`src/rtl/pipe_rca_addsub_pkg.sv`:
```
// Shared definitions for the pipelined ripple-carry adder/subtractor:
// default geometry, stage-count derivation and configuration legality.
package pipe_rca_addsub_pkg;

  localparam int WIDTH_DEFAULT = 16;
  localparam int SEG_W_DEFAULT = 4;

  // Number of pipeline stages: one per SEG_W-bit segment of the operands.
  function automatic int calc_stages(input int width, input int seg_w);
    return (seg_w >= 1) ? (width / seg_w) : 1;
  endfunction

  // A legal geometry splits the word into whole, non-empty segments.
  function automatic bit cfg_ok(input int width, input int seg_w);
    return (seg_w >= 1) && (width >= seg_w) && ((width % seg_w) == 0);
  endfunction

  localparam int STAGES_DEFAULT = calc_stages(WIDTH_DEFAULT, SEG_W_DEFAULT);

endpackage

```
`src/rtl/fadd.sv`:
```
// One-bit full adder cell shared across the arithmetic datapath.
module fadd (
  input  logic a,
  input  logic b,
  input  logic ci,
  output logic s,
  output logic co
);

  assign s  = a ^ b ^ ci;
  assign co = (a & b) | (ci & (a ^ b));

endmodule

```
`src/rtl/rca_seg.sv`:
```
// SEG_W-bit combinational ripple chain of fadd cells. Besides the segment
// carry-out it exposes the carry into its top bit so the last segment of a
// word can form the signed-overflow flag.
module rca_seg
  import pipe_rca_addsub_pkg::*;
#(
  parameter int SEG_W = SEG_W_DEFAULT
) (
  input  logic [SEG_W-1:0] a,
  input  logic [SEG_W-1:0] b,
  input  logic             ci,
  output logic [SEG_W-1:0] s,
  output logic             co,
  output logic             c_msb_in
);

  // Per-bit carry nets keep the chain as separate signals rather than one
  // self-referencing vector.
  for (genvar i = 0; i < SEG_W; i++) begin : g_bit
    logic cin_b;
    logic cout_b;

    if (i == 0) begin : g_lsb
      assign cin_b = ci;
    end else begin : g_upper
      assign cin_b = g_bit[i-1].cout_b;
    end

    fadd u_fa (
      .a  (a[i]),
      .b  (b[i]),
      .ci (cin_b),
      .s  (s[i]),
      .co (cout_b)
    );
  end

  assign co       = g_bit[SEG_W-1].cout_b;
  assign c_msb_in = g_bit[SEG_W-1].cin_b;

endmodule

```
`src/rtl/pipe_rca_addsub.sv`:
```
// Pipelined ripple-carry adder/subtractor. Stage k adds operand segment k
// and registers its carry for stage k+1; unconsumed operand bits ride along
// in skew registers and finished sum segments in deskew registers. A single
// global advance (adv) moves or freezes the whole pipe under backpressure.
module pipe_rca_addsub
  import pipe_rca_addsub_pkg::*;
#(
  parameter int WIDTH = WIDTH_DEFAULT,
  parameter int SEG_W = SEG_W_DEFAULT
) (
  input  logic             clk,
  input  logic             rst,
  input  logic             in_valid,
  output logic             in_ready,
  input  logic [WIDTH-1:0] x,
  input  logic [WIDTH-1:0] y,
  input  logic             c_in,
  input  logic             sub,
  output logic             out_valid,
  input  logic             out_ready,
  output logic [WIDTH-1:0] sum,
  output logic             c_out,
  output logic             ovf
);

  localparam int STAGES = calc_stages(WIDTH, SEG_W);

  if (!cfg_ok(WIDTH, SEG_W)) begin : g_bad_cfg
    $error("pipe_rca_addsub: WIDTH must be a positive multiple of SEG_W");
  end

  // The whole pipe moves together: it may advance whenever the output slot
  // is empty or being drained this cycle.
  logic adv;
  assign adv      = !out_valid || out_ready;
  assign in_ready = adv;

  // Subtraction is x + ~y + 1; c_in only matters for addition.
  logic [WIDTH-1:0] y_eff;
  logic             c0;
  assign y_eff = sub ? ~y : y;
  assign c0    = sub ? 1'b1 : c_in;

  for (genvar k = 0; k < STAGES; k++) begin : g_stage
    localparam int IN_W  = WIDTH - k * SEG_W;   // operand bits not yet consumed
    localparam int SUM_W = (k + 1) * SEG_W;     // sum bits produced so far

    logic             v_in;
    logic [IN_W-1:0]  a_in;
    logic [IN_W-1:0]  b_in;
    logic             ci;
    logic [SEG_W-1:0] s_seg;
    logic             co;
    logic             c_msb_in;
    logic [SUM_W-1:0] s_next;

    logic             v_q;
    logic             c_q;
    logic [SUM_W-1:0] s_q;

    if (k == 0) begin : g_first
      assign v_in   = in_valid;
      assign a_in   = x;
      assign b_in   = y_eff;
      assign ci     = c0;
      assign s_next = s_seg;
    end else begin : g_mid
      assign v_in   = g_stage[k-1].v_q;
      assign a_in   = g_stage[k-1].g_skew.x_q;
      assign b_in   = g_stage[k-1].g_skew.y_q;
      assign ci     = g_stage[k-1].c_q;
      assign s_next = {s_seg, g_stage[k-1].s_q};
    end

    rca_seg #(.SEG_W(SEG_W)) u_seg (
      .a        (a_in[SEG_W-1:0]),
      .b        (b_in[SEG_W-1:0]),
      .ci       (ci),
      .s        (s_seg),
      .co       (co),
      .c_msb_in (c_msb_in)
    );

    // Stage valid, carry and deskewed sum; data loads only with a real beat
    // so the output holds its last result through bubbles.
    // NOTE: sequential state uses non-blocking assignments so every stage
    // samples its predecessor's pre-edge value, giving a true shift.
    always_ff @(posedge clk) begin
      if (rst) begin
        v_q <= 1'b0;
        c_q <= 1'b0;
        s_q <= '0;
      end else if (adv) begin
        v_q <= v_in;
        if (v_in) begin
          c_q <= co;
          s_q <= s_next;
        end
      end
    end

    if (k < STAGES - 1) begin : g_skew
      logic [IN_W-SEG_W-1:0] x_q;
      logic [IN_W-SEG_W-1:0] y_q;

      // Carry the still-unused upper operand bits forward with the beat.
      // NOTE: skew registers are deliberately not reset; their contents are
      // only consumed alongside a stage valid bit, which is reset.
      always_ff @(posedge clk) begin
        if (adv && v_in) begin
          x_q <= a_in[IN_W-1:SEG_W];
          y_q <= b_in[IN_W-1:SEG_W];
        end
      end
    end

    if (k == STAGES - 1) begin : g_flag
      logic ovf_q;

      // Signed overflow from the carries into and out of the word's MSB.
      always_ff @(posedge clk) begin
        if (rst) begin
          ovf_q <= 1'b0;
        end else if (adv && v_in) begin
          ovf_q <= c_msb_in ^ co;
        end
      end
    end else begin : g_no_flag
      // The MSB carry of an inner segment has no meaning for the word.
      logic msb_unused;
      assign msb_unused = c_msb_in;
    end
  end

  assign out_valid = g_stage[STAGES-1].v_q;
  assign sum       = g_stage[STAGES-1].s_q;
  assign c_out     = g_stage[STAGES-1].c_q;
  assign ovf       = g_stage[STAGES-1].g_flag.ovf_q;

endmodule

```
`config.mk`:
```
export PLATFORM = sky130hd
export DESIGN_NAME = pipe_rca_addsub
export DESIGN_NICKNAME = d
export VERILOG_FILES = /design/src/rtl/pipe_rca_addsub_pkg.sv /design/src/rtl/fadd.sv /design/src/rtl/rca_seg.sv /design/src/rtl/pipe_rca_addsub.sv
export SDC_FILE = /design/constraint.sdc
export NUM_CORES = 1
export LEC_CHECK = 0
export ABC_AREA = 1
export BUFFER_PORTS_ARGS = -buffer_cell sky130_fd_sc_hd__buf_2
export CAP_MARGIN = 40
export CORE_MARGIN = 5
export CORE_UTILIZATION = 60
export CTS_CLUSTER_DIAMETER = 40
export DETAILED_ROUTE_END_ITERATION = 10
export PLACE_DENSITY_LB_ADDON = 0.15
export SLEW_MARGIN = 20
export SYNTH_ARGS = -nofsm -noshare
export SYNTH_HDL_FRONTEND = slang
export SYNTH_SLANG_ARGS = --single-unit
```
`constraint.sdc`:
```
create_clock -name clk -period 8.8 [get_ports clk]
set_input_delay 2.64 -clock clk [delete_from_list [all_inputs] [get_ports clk]]
set_output_delay 2.64 -clock clk [all_outputs]
set_load 0.01 [all_outputs]
```
# Word-level counts from Yosys, hierarchy flattened
# Cells that the tools add are included.
[totals]
reg_bits = 97
inputBits = 38
[op_classes]
muxes = 2
n_bitwise = 82
reduce_logical = 10
[op_table]
columns = ["cell", "n"]
rows = [
  ["1-bit XOR", 33],
  ["1-bit bitwise AND", 32],
  ["16-bit two-way mux", 1],
  ["16-bit inverter", 1],
  ["1-bit bitwise OR", 16],
  ["2-bit AND reduction", 4],
  ["1-bit logical AND", 4],
  ["1-bit logical NOT", 1],
  ["1-bit logical OR", 1],
  ["1-bit two-way mux", 1],
]

# Depth between registers and ports, before layout
[logic_depth]
depth_word = 11
mapped_depth = 12
depth_no_buf = 12

# Modules after synthesis
# Synthesis repeated with hierarchy kept, for this count alone.
[hier_totals]
hier_cells = 360
hier_area_um2 = 4058.9
[modules_own_cells]
columns = ["module", "n_inst", "cells_each", "area_per_inst_um2", "seq_area_each_um2"]
rows = [
  ["pipe_rca_addsub", 1, 344, 3738.6, 2422.3],
  ["fadd", 16, 1, 20.0, 0.0],
]

# Worst setup path before layout
# No wires, ideal clock.
[synth_path]
path_type = "input-to-output"
from = "input port out_ready"
to = "output port in_ready"
arrival_ps = 3001
slack_ps = 3159
stages = 4
path_cell_list = "inv_2 -> nand2_2 -> buf_6 -> buf_6"
[synth_via]
elab_chain_len = 1
[synth_rtl]
columns = ["element", "line_no", "text"]
rows = [
  ["start, declared", "pipe_rca_addsub.sv:20", "input logic out_ready,"],
  ["1-bit logical OR", "pipe_rca_addsub.sv:35", "assign adv = !out_valid || out_ready;"],
  ["end, declared", "pipe_rca_addsub.sv:14", "output logic in_ready,"],
]
# Every way passes these cells.

# Worst setup path after layout
# Same ends and word-level chain as after synthesis.

==> metrics.md <==
| Metric | Value |
|---|---|
| Leakage | 1.966 nW |
| Final period utilization | between 60% and 70% |
| Sequential element share of the synthesized area | roughly three fifths |
| Die Area | roughly 8600 sq um |
| Cell-internal power | between 0.0006 and 0.0007 W |
| PnR worst setup slack | about 3200 ps |
| Initial drt markers | 116 |
| I/O Buffers | 57 |
| Initial Util | 61.19% |
| DP HPWL | approximately 4000 microns |
| Routed vias | ~2500 |
| Slew headroom | 44.30% |
| Total GRT Usage | roughly 15% |
| Worst-Margin Slew | 835.5 ps |
| Status | finished, final reports clean |
| Post-DRT Antenna Nets | 0 |
| Startpoint Class | input pin |
| Via-per-instance ratio | 4.887 |
| RePlAce Congestion | around 0.74 |
| Pre-CTS setup slack | around 3200 ps |
| PwrDens | ~190 nW/um^2 |
| First-pass GRT wire length | 10400 microns |
| CTS tree | built |
| Clock share of power | approximately a third |
| Worst-path fanout max | 2 |
| Post-CTS setup buffer count | 0 |
| Worst skew pair latency | roughly 370 ps |
| Die span in x | 92.78 microns |
| Clock transition at path regs | around 100 ps |
| Distinct cells, synth | 17 |
| Peak supply drop | between 0.15 and 0.2 mV |
| Final setup violating endpoints | 0 |
| DRT Pass-1 Iters | 4 |
| Die Y | 92.78 microns |
| YS warnings | 0 |
| Hold depth | 0 |
| Max Cap Viol | 0 |
| Root Driver | clkbuf_8 |
| Switching pwr | between 0.0002 and 0.00025 W |
| Combinational power share | roughly a tenth |
| Max Slew Vio Count | 0 |
| Worst EP required | between 6000 and 7000 ps |
| Initial antenna violation count | 0 |
| Io pins | 58 |
| H-tree levels | 3 |
| Hold Buf Count CTS | 0 |
| Ant diodes | 0 |
| Resized cells post-CTS | 0 |
| Largest net degree at the start of global routing | 95 |
| Clk buf depth | 2 |
| Area delta synth->final | 11.29% |
| Yosys reg bits | just under 100 |
| Min cycle time layout | between 5000 and 6000 ps |
| Routed WL | between 5000 and 6000 microns |
| Remaining global-route overflow | 0 |
| Max Freq | roughly 180 MHz |
| Sequential Power Share | approximately three fifths |
| CTS sink cnt | slightly below 100 |
| Critical path class | in2out |
| # nets final | between 400 and 500 |
| Routed WL per cell | around 11 microns |
| Final hold vios | 0 |
| Remaining DRCs | 0 |
| Via count of the first global-routing pass | between 2000 and 2500 |
| CP Capture Type | output pin |
| Core ar. | 6719 sq um |
| Share of cells above drive strength 1 | ~18% |
| Setup TNS | 0 ps |
| Post-route clock skew | just under 7 ps |
| Switching fraction of total power | about a quarter |
| Synth Cell Area | a little over 4000 sq um |
| Worst EP arrival | 2970 ps |
| Syn Area/Cell | 10.71 sq um |
| CTS buffer count | 9 |
| Post-synthesis instance total | around 380 |
| Num rows | 30 |
| Commonest non-fill, non-tap cells in the layout | buf_2, nand2_1, dfxtp_1 |
| Worst Hold Class | reg2reg |
| R2r worst-path depth | 10 |
| RSZ-0062 raised after global routing | no |
| Syn nets | around 440 |
| Commonest non-fill, non-tap cell in the layout | buf_2 |
power by group through the flow:
stage	clock (W)	combinational (W)	sequential [W]
after global routing	0.000309	0.0000989	0.000516
final	0.000279	0.0000846	0.000512
after CTS	0.000290	0.0000854	0.000513
after floorplan	0	0.0000630	0.000520
after global placement	0	0.0000803	0.000524
after detailed placement	0	0.0000855	0.000523
worst max-delay path, stage by stage:
cell and delay, ps:
buf_2 100, inv_2 40, nand2_2 50, buf_2 140
stage by stage:
stage	total power (W)	hold slack [ps]	std cells	utilization, %	area, sq um
after global placement	0.0006040	403.4	496	64.49	4333
after CTS	0.0008881	427.7	514	67.88	4561
after floorplan	0.0005829	400.3	384	-	4111
final	0.0008753	427.2	515	68.10	4576
after global routing	0.0009235	437.6	515	68.10	4576
after detailed placement	0.0006086	404.5	498	64.93	4363
registers in the layout, indices dropped and copies added, names as in the netlist:
register	cells
g_stage.g_skew.y_q	24
out_valid	1
g_stage.v_q	3
g_stage.c_q	3
g_stage.s_q	24
g_stage.g_skew.x_q	24
c_out	1
sum	16
ovf	1
layout make-up:
type	instances	area [sq um]
Sequential cell	97	2422
Fill cell	560	2143
Multi-Input combinational cell	228	1394
Timing Repair Buffer	61	337.8
Clock buffer	9	123.9
Inverter	33	123.9
Tap cell	80	100.1
Clock inverter	7	73.82
cell families after synthesis:
logic type / synth area share [%]
simple gates: 16.86
flops: 58.92
buf+inv: 7.182
compound gates: 5.843
xor+xnor: 3.409
fa+ha+maj: 7.791
synthesized netlist by cell type:
| master | n | area, sq um |
|---|---|---|
| nand3_1 | 12 | 60.06 |
| nand3b_1 | 32 | 240.2 |
| clkbuf_1 | 3 | 11.26 |
| dfxtp_1 | 49 | 980.9 |
| buf_6 | 6 | 67.56 |
| fa_1 | 16 | 320.3 |
| buf_4 | 3 | 22.52 |
| nand2_2 | 1 | 6.260 |
| xor2_1 | 13 | 113.9 |
| nor2_1 | 47 | 176.4 |
| xnor2_1 | 3 | 26.28 |
| edfxtp_1 | 48 | 1441 |
| a21oi_1 | 48 | 240.2 |
| nand2_1 | 56 | 210.2 |
| buf_2 | 14 | 70.07 |
| inv_2 | 2 | 7.510 |
| inv_1 | 31 | 116.4 |
path summary, 6_finish.rpt:
path | startpoint | endpoint | slack [ps]
worst min-delay path | g_stage[1].g_skew.y_q[5] | g_stage[2].g_skew.y_q[1] | 430
worst min register to register | g_stage[1].g_skew.y_q[5] | g_stage[2].g_skew.y_q[1] | 430
worst max register to register | g_stage[2].g_skew.x_q[0] | sum[15] | 6420
worst max-delay path | out_ready | in_ready | 3190
per-layer routing:
| metal | wire (microns) | global-route usage, % | vias up |
|---|---|---|---|
| met4 | 133 | 7.326 | 0 |
| met2 | 2722 | 23.88 | 53 |
| met5 | 0 | 0 | - |
| met3 | 283 | 3.981 | 10 |
| li1 | - | - | 1337 |
| met1 | 2769 | 19.86 | 1117 |
Note: power is estimated with default switching activity, not from simulation.
